`config.mk`:
```
export PLATFORM = sky130hd
export DESIGN_NAME = fifo_stream_reader_flat
export DESIGN_NICKNAME = d
export VERILOG_FILES = /design/src/rtl/fifo_stream_reader_if.sv /design/src/rtl/fifo_stream_reader.sv /design/src/flat_wrapper.sv
export SDC_FILE = /design/constraint.sdc
export NUM_CORES = 1
export LEC_CHECK = 0
export BUFFER_PORTS_ARGS = -buffer_cell sky130_fd_sc_hd__buf_2
export CAP_MARGIN = 15
export CORE_UTILIZATION = 30
export CTS_BUF_LIST = sky130_fd_sc_hd__clkbuf_16
export CTS_CLUSTER_DIAMETER = 30
export CTS_CLUSTER_SIZE = 12
export DETAILED_ROUTE_END_ITERATION = 7
export PLACE_DENSITY = 0.56
export SLEW_MARGIN = 20
export SYNTH_ARGS = -nofsm -noshare
export SYNTH_HDL_FRONTEND = slang
export SYNTH_SLANG_ARGS = --single-unit
```
`constraint.sdc`:
```
create_clock -name i_clk -period 4 [get_ports i_clk]
set_input_delay 0.2 -clock i_clk [delete_from_list [all_inputs] [get_ports i_clk]]
set_output_delay 0.2 -clock i_clk [all_outputs]
set_load 0.1 [all_outputs]
```
`src/rtl/fifo_stream_reader_if.sv`:
```
// Read-port and stream signals of fifo_stream_reader, bundled as one interface.
// The master side is the reader; the slave side is the FIFO plus the stream sink.
interface fifo_stream_reader_if #(
   parameter int DATA_WIDTH = 8
);
   logic                  i_fifo_empty;
   logic [DATA_WIDTH-1:0] i_fifo_rd_data;
   logic                  o_fifo_rd_en;
   logic                  o_m_valid;
   logic [DATA_WIDTH-1:0] o_m_data;
   logic                  i_m_ready;

   modport master (
      input  i_fifo_empty,
      input  i_fifo_rd_data,
      input  i_m_ready,
      output o_fifo_rd_en,
      output o_m_valid,
      output o_m_data
   );

   modport slave (
      output i_fifo_empty,
      output i_fifo_rd_data,
      output i_m_ready,
      input  o_fifo_rd_en,
      input  o_m_valid,
      input  o_m_data
   );
endinterface

```
`src/rtl/fifo_stream_reader.sv`:
```
// Pops a synchronous FIFO (1-cycle read latency) into a small circular skid buffer
// and presents the words in order as a valid/ready stream.
module fifo_stream_reader #(
   parameter int DATA_WIDTH = 8,
   parameter int SKID_DEPTH = 3,
   parameter int CNT_WIDTH  = 16
) (
   input  logic                 i_clk,
   input  logic                 i_rst,
   input  logic                 i_flush,
   output logic [CNT_WIDTH-1:0] o_pop_count,
   fifo_stream_reader_if.master rd_bus
);
   localparam int PTR_W = (SKID_DEPTH > 1) ? $clog2(SKID_DEPTH) : 1;
   localparam int OCC_W = $clog2(SKID_DEPTH + 1);
   localparam int SUM_W = OCC_W + 1;
   localparam logic [PTR_W-1:0] LAST_PTR  = PTR_W'(SKID_DEPTH - 1);
   localparam logic [SUM_W-1:0] DEPTH_SUM = SUM_W'(SKID_DEPTH);

   generate
      if (SKID_DEPTH < 2) begin : g_bad_depth
         $error("fifo_stream_reader: SKID_DEPTH must be at least 2");
      end
   endgenerate

   logic [DATA_WIDTH-1:0] buf_q [SKID_DEPTH];
   logic [PTR_W-1:0]      head_q, head_d;
   logic [PTR_W-1:0]      tail_q, tail_d;
   logic [OCC_W-1:0]      occ_q, occ_d;
   logic                  inflight_q, inflight_d;
   logic [CNT_WIDTH-1:0]  pop_count_q, pop_count_d;
   logic                  rd_en;
   logic                  capture;
   logic                  pop;

   function automatic logic [PTR_W-1:0] ptr_inc(input logic [PTR_W-1:0] p);
      return (p == LAST_PTR) ? '0 : p + 1'b1;
   endfunction

   // Reserve a slot for every word already requested so the buffer can never overflow;
   // i_m_ready is deliberately kept out of this path.
   always_comb begin
      rd_en = !i_rst && !i_flush && !rd_bus.i_fifo_empty &&
              (({1'b0, occ_q} + SUM_W'(inflight_q)) < DEPTH_SUM);
   end

   always_comb begin
      capture = inflight_q && !i_flush;
      pop     = (occ_q != '0) && rd_bus.i_m_ready;
   end

   always_comb begin
      head_d      = head_q;
      tail_d      = tail_q;
      occ_d       = occ_q;
      pop_count_d = pop_count_q;
      inflight_d  = rd_en;

      // A handshake on a flush edge still completes, so it is counted regardless.
      if (pop) begin
         pop_count_d = pop_count_q + 1'b1;
      end

      if (i_flush) begin
         head_d = '0;
         tail_d = '0;
         occ_d  = '0;
      end else begin
         if (pop) begin
            head_d = ptr_inc(head_q);
         end
         if (capture) begin
            tail_d = ptr_inc(tail_q);
         end
         if (capture && !pop) begin
            occ_d = occ_q + 1'b1;
         end else if (!capture && pop) begin
            occ_d = occ_q - 1'b1;
         end else begin
            occ_d = occ_q;
         end
      end
   end

   always_ff @(posedge i_clk) begin
      if (i_rst) begin
         head_q      <= '0;
         tail_q      <= '0;
         occ_q       <= '0;
         inflight_q  <= 1'b0;
         pop_count_q <= '0;
      end else begin
         head_q      <= head_d;
         tail_q      <= tail_d;
         occ_q       <= occ_d;
         inflight_q  <= inflight_d;
         pop_count_q <= pop_count_d;
      end
   end

   // Entries are cleared on reset so o_m_data reads 0 until the first capture.
   generate
      for (genvar gi = 0; gi < SKID_DEPTH; gi++) begin : g_entry
         always_ff @(posedge i_clk) begin
            if (i_rst) begin
               buf_q[gi] <= '0;
            end else if (capture && (tail_q == PTR_W'(gi))) begin
               buf_q[gi] <= rd_bus.i_fifo_rd_data;
            end
         end
      end
   endgenerate

   assign rd_bus.o_fifo_rd_en = rd_en;
   assign rd_bus.o_m_valid    = (occ_q != '0);
   assign rd_bus.o_m_data     = buf_q[head_q];
   assign o_pop_count         = pop_count_q;
endmodule

```
`src/flat_wrapper.sv`:
```
// flat-port wrapper written by rule: the top's interface ports become plain ports
module fifo_stream_reader_flat 
#(
   parameter int DATA_WIDTH = 8,
   parameter int SKID_DEPTH = 3,
   parameter int CNT_WIDTH  = 16
)
  (i_clk, i_rst, i_flush, o_pop_count, rd_bus_i_fifo_empty, rd_bus_i_fifo_rd_data, rd_bus_i_m_ready, rd_bus_o_fifo_rd_en, rd_bus_o_m_valid, rd_bus_o_m_data);
  fifo_stream_reader_if #(.DATA_WIDTH(DATA_WIDTH)) rd_bus_i ();
  input  logic i_clk;
  input  logic i_rst;
  input  logic i_flush;
  output logic [CNT_WIDTH-1:0] o_pop_count;
  input wire logic [$bits(rd_bus_i.i_fifo_empty)-1:0] rd_bus_i_fifo_empty;
  input wire logic [$bits(rd_bus_i.i_fifo_rd_data)-1:0] rd_bus_i_fifo_rd_data;
  input wire logic [$bits(rd_bus_i.i_m_ready)-1:0] rd_bus_i_m_ready;
  output wire logic [$bits(rd_bus_i.o_fifo_rd_en)-1:0] rd_bus_o_fifo_rd_en;
  output wire logic [$bits(rd_bus_i.o_m_valid)-1:0] rd_bus_o_m_valid;
  output wire logic [$bits(rd_bus_i.o_m_data)-1:0] rd_bus_o_m_data;
  assign rd_bus_i.i_fifo_empty = rd_bus_i_fifo_empty;
  assign rd_bus_i.i_fifo_rd_data = rd_bus_i_fifo_rd_data;
  assign rd_bus_i.i_m_ready = rd_bus_i_m_ready;
  assign rd_bus_o_fifo_rd_en = rd_bus_i.o_fifo_rd_en;
  assign rd_bus_o_m_valid = rd_bus_i.o_m_valid;
  assign rd_bus_o_m_data = rd_bus_i.o_m_data;
  fifo_stream_reader #(.DATA_WIDTH(DATA_WIDTH), .SKID_DEPTH(SKID_DEPTH), .CNT_WIDTH(CNT_WIDTH)) u_core (.i_clk(i_clk), .i_rst(i_rst), .i_flush(i_flush), .o_pop_count(o_pop_count), .rd_bus(rd_bus_i));
endmodule
```
# ---- Yosys cells after proc, flatten, opt, wreduce, memory -nomap -nowiden
# Memory sizes are Yosys's and may differ from the RTL's. A register that Yosys moved wholly into a read port is not among the register bits.
# Index checks and enable logic that the tools add are counted.
dict set report totals {
  reg_bits 23
  ramBits 24
  inputBits 13
  out_inout_bits 26
  elab_cells 58
  memories 1
}
# memory depth word_bits rd rd_clocked_by_memory_dff write_ports line
set memory_table {}
lappend memory_table {u_core.buf_q 3 8 1 1 3 fifo_stream_reader.sv:26} ;# logic [DATA_WIDTH-1:0] buf_q [SKID_DEPTH];
dict set report op_classes {
  n_addsub 6
  magnitude_cmp 1
  n_eq_ne 3
  muxes 20
  bitwise 3
  reduce_logical 19
}
# operator n
set ops {}
lappend ops {{$mux W8} 3}
lappend ops {{$add A16 B1 Y16 const B} 1}
lappend ops {{$mux W2} 6}
lappend ops {{$mux W1} 11}
lappend ops {{$logic_and A1 B1 Y1} 10}
lappend ops {{$add A2 B1 Y2 const B} 3}
lappend ops {{$logic_not A1 Y1} 5}
lappend ops {{$eq A2 B2 Y1 const B} 2}
lappend ops {{$reduce_bool A2 Y1} 2}
lappend ops {{$add A2 B1 Y3} 1}
lappend ops {{$lt A3 B2 Y1 const B} 1}
lappend ops {{$or A1 B1 Y1} 3}
lappend ops {{$eq A2 B1 Y1 const B} 1}
lappend ops {{$logic_not A2 Y1} 1}
lappend ops {{$reduce_or A2 Y1} 1}
lappend ops {{$sub A2 B1 Y2 const B} 1}

# ---- Depth between registers and ports, before layout
dict set report depth {
  ltp_word 7
  ltp_mapped 6
  depth_no_buf 6
}

# ---- Least setup slack after synthesis
# No wires, ideal clock.
dict set report synth_path {
  path_type {reg-to-output}
  from {reg u_core.inflight_q}
  to {out rd_bus_o_fifo_rd_en}
  arrival_ns 5.528
  required_ns 3.800
  slack_ns -1.728
  path_stages_with_launch 4
  n_path_buf 0
  path_cell_list {dfxtp_1 ha_1 ha_1 a2111oi_0}
}
dict set report synth_via {
  elab_chain_cells 3
}
# item line
set synth_lines {}
lappend synth_lines {{from (decl)} fifo_stream_reader.sv:30} ;# logic inflight_q, inflight_d;
lappend synth_lines {{from (signal assigned)} fifo_stream_reader.sv:96} ;# inflight_q <= inflight_d;
lappend synth_lines {{$add A2 B1 Y3} fifo_stream_reader.sv:44} ;# (({1'b0, occ_q} + SUM_W'(inflight_q)) < DEPTH_SUM);
lappend synth_lines {{$lt A3 B2 Y1} fifo_stream_reader.sv:44}
lappend synth_lines {{$logic_and A1 B1 Y1} fifo_stream_reader.sv:43} ;# rd_en = !i_rst && !i_flush && !rd_bus.i_fifo_empty &&
lappend synth_lines {{to (decl)} flat_wrapper.sv:17} ;# output wire logic [$bits(rd_bus_i.o_fifo_rd_en)-1:0] rd_bus_o_fifo_rd_en;
# Every way passes these cells.

# ---- Worst setup path after layout
dict set report layout_path {
  from {reg u_core.occ_q[0]}
  to {out rd_bus_o_fifo_rd_en}
}
dict set report layout_via {
  elab_chain_cells 3
}
# item line
set layout_lines {}
lappend layout_lines {{from (decl)} fifo_stream_reader.sv:29} ;# logic [OCC_W-1:0] occ_q, occ_d;
lappend layout_lines {{from (signal assigned)} fifo_stream_reader.sv:89} ;# occ_q <= '0;
lappend layout_lines {{from (signal assigned)} fifo_stream_reader.sv:95} ;# occ_q <= occ_d;
lappend layout_lines {{$add A2 B1 Y3} fifo_stream_reader.sv:44}
lappend layout_lines {{$lt A3 B2 Y1} fifo_stream_reader.sv:44}
lappend layout_lines {{$logic_and A1 B1 Y1} fifo_stream_reader.sv:43}
# Every way passes these cells.

==> metrics <==
status=finished, final reports clean; fin crit period=2240 ps; met3 usage in global routing=3.92%; cell repeated most along the worst path=ha_1; Detail Route Antenna Nets=0; wire per inst=12.5 um; core area=0.00725 mm^2; Die Span X=88.5 um; Place WS=2040 ps; Total Nets Final=259; Vias=1551; largest net degree at the start of global routing=28; Clock Sinks=49; # port buffers=38; P per Cell Area=389 mW/mm^2; # rows=31; routability cong.=0.693; postcts setup bufs=0; CTS clk-pin slew, worst paths=70 ps; gr busiest metal=met2; final setup violation count=0; initial DRC count=75; syn_nets=221; number of buffers created by CTS=5; final setup margin=1760 ps; CTS resizes=0; #FFs+latches synth=49; max_cap viols=0; I/O pin count=39; CP required=3800 ps; RSZ-0062 raised after global routing=false; Post-route DRC=0; Critical Path Max Stage Delay=490 ps; worst setup path class=register to output pin; Worst EP arrival=2040 ps; number of synthesized flops with an enable pin=24; H-tree Lvls=2; cells along the critical path=ha_1 > ha_1 > a2111oi_2 > buf_2; worst skew pair latency=280 ps; VDD IR max=0.146 mV; post-synthesis sequential area ratio=54.5%; final period utilization=56.1%; met2 GRT Util=19.9%; CP Max Fanout=7; diodes inserted=0; antenna violations before repair=0; most common flop cell mapped by yosys=dfxtp_1; CTS tree=yes; cts hold-fix bufs=0; share of post-route cells with drive strength above 1=24.7%; filler instances=728; share of flip-flops with an asynchronous set or reset=0%; Area growth syn-to-layout=19.1%; Final Hold Fails=0; Post-Syn Area=0.00224 mm^2; detailed placer's ending HPWL=2.95 mm; die footprint=0.00782 mm^2; pins over their slew limit=0; met1 usage=15.2%; Worst Skew=5.31 ps; max_slew headroom=49.6%; CP startpoint=u_core.occ_q[0]; total grt overflow=0; GR Util All Layers=12.0%; Slew @ Worst Pin=754 ps; startpoint types=register; Synth Instances=204; Mean Syn Cell Area=11.0 um^2; maximum clock rate=446 MHz; CTS root buf=clkbuf_16; die height=88.5 um; total number of yosys warnings=0; Hold Path Class=input pin to register; min-delay src=rd_bus_i_fifo_empty; r2r startpoint=u_core.occ_q[0]; vias in the first global route=1470; first-pass GRT wire length=7.02 mm; drt total wl=4.26 mm; Cell variety after synth=37; Via density=4.54; Starting Density=30.9%; leak pwr=0.00107 uW; Slowest cell on crit path=dfxtp_1; nature of the critical path endpoint=output pin; final core occ=36.8%; drt first pass iters=4; Setup TNS Final=0 ps; clk buf depth=2
==> area by class of cell <==
cell class	count	area, um^2	area share, %
sequential	49	1220	45.7
multi-input combinational	145	981	36.7
timing repair buffer	38	190	7.12
clock buffer	5	125	4.68
tap	99	124	4.64
clock inverter	3	18.8	0.703
inverter	3	11.3	0.422
==> critical path, delay by kind of cell, from the launching register on <==
kind            cells  cell delay [ps]
flops               1              490
compound gates      1              350
fa+ha+maj           2              450
buf+inv             1              480
==> kinds of logic after synthesis <==
kind of cell	synth area share, %
fa+ha+maj	2.23
mux	6.42
buf+inv	2.06
xor+xnor	4.30
simple gates	23.0
flops	54.5
compound gates	7.53
==> Yosys cell counts (3+ instances only) <==
cell type,n,area (um^2)
nand2_1,14,52.6
nor3_1,3,15.0
nand4_1,4,25.0
mux2_1,3,33.8
dfxtp_1,25,500
ha_1,4,50.1
xor2_1,9,78.8
o21ai_0,11,55.1
nor2b_1,3,18.8
clkbuf_1,4,15.0
a21oi_1,6,30.0
nand3_1,3,15.0
mux2i_1,11,110
edfxtp_1,24,721
inv_1,3,11.3
nor2_1,21,78.8
and2_1,27,169
==> metal layers <==
layer	vias up	routed length, um
met5	-	0
met4	0	25
met3	4	181
met2	31	2000
met1	723	2060
li1	793	-
==> state kept, by name, summed over array words and instances, names as in the netlist, named ones only <==
signal,count
u_core.buf_q,24
u_core.inflight_q,1
u_core.head_q,2
u_core.occ_q,2
u_core.tail_q,2
u_core.o_pop_count,16
==> placed cells by master, fill, tap and decap left out, types with 2 or more instances in the layout <==
cell and n:
a21o_1 2, a21oi_1 6, a31o_2 2, and2_1 27
and4_1 2, buf_2 38, clkbuf_16 5, clkinvlp_4 2
dfxtp_1 25, edfxtp_1 24, ha_1 4, inv_1 4
mux2_1 3, mux2i_1 11, nand2_1 14, nand2b_1 2
nand3_1 3, nand4_1 4, nor2_1 21, nor2b_1 3
nor3_1 3, nor4_2 2, o21ai_0 11, or2_2 2
or3_1 2, xnor2_1 2, xor2_1 9
==> worst paths after layout <==
kind,to,slack [ps],cells after the start
max,rd_bus_o_fifo_rd_en,1760,4
min,u_core.inflight_q,100,2
max reg2reg,u_core.o_pop_count[11],2280,4
min reg2reg,u_core.head_q[1],500,2
==> per-stage QoR <==
| step | hold slack, ps | area (um^2) | total power [uW] | cells |
|---|---|---|---|---|
| detailed placement | 403 | 2530 | 636 | 334 |
| global route | 110 | 2670 | 1070 | 342 |
| global placement | 406 | 2530 | 634 | 334 |
| CTS | 97.9 | 2670 | 1050 | 342 |
| floorplan | 283 | 2250 | 616 | 204 |
| finish | 103 | 2670 | 1040 | 342 |
==> power by group <==
part           leakage (uW)  total, uW  internal [uW]  switching (uW)
Sequential         0.000450        542            536            5.39
Combinational      0.000553       81.9           17.2            64.7
Clock             0.0000672        414            230             185
Power figures use the tool's default switching activity.
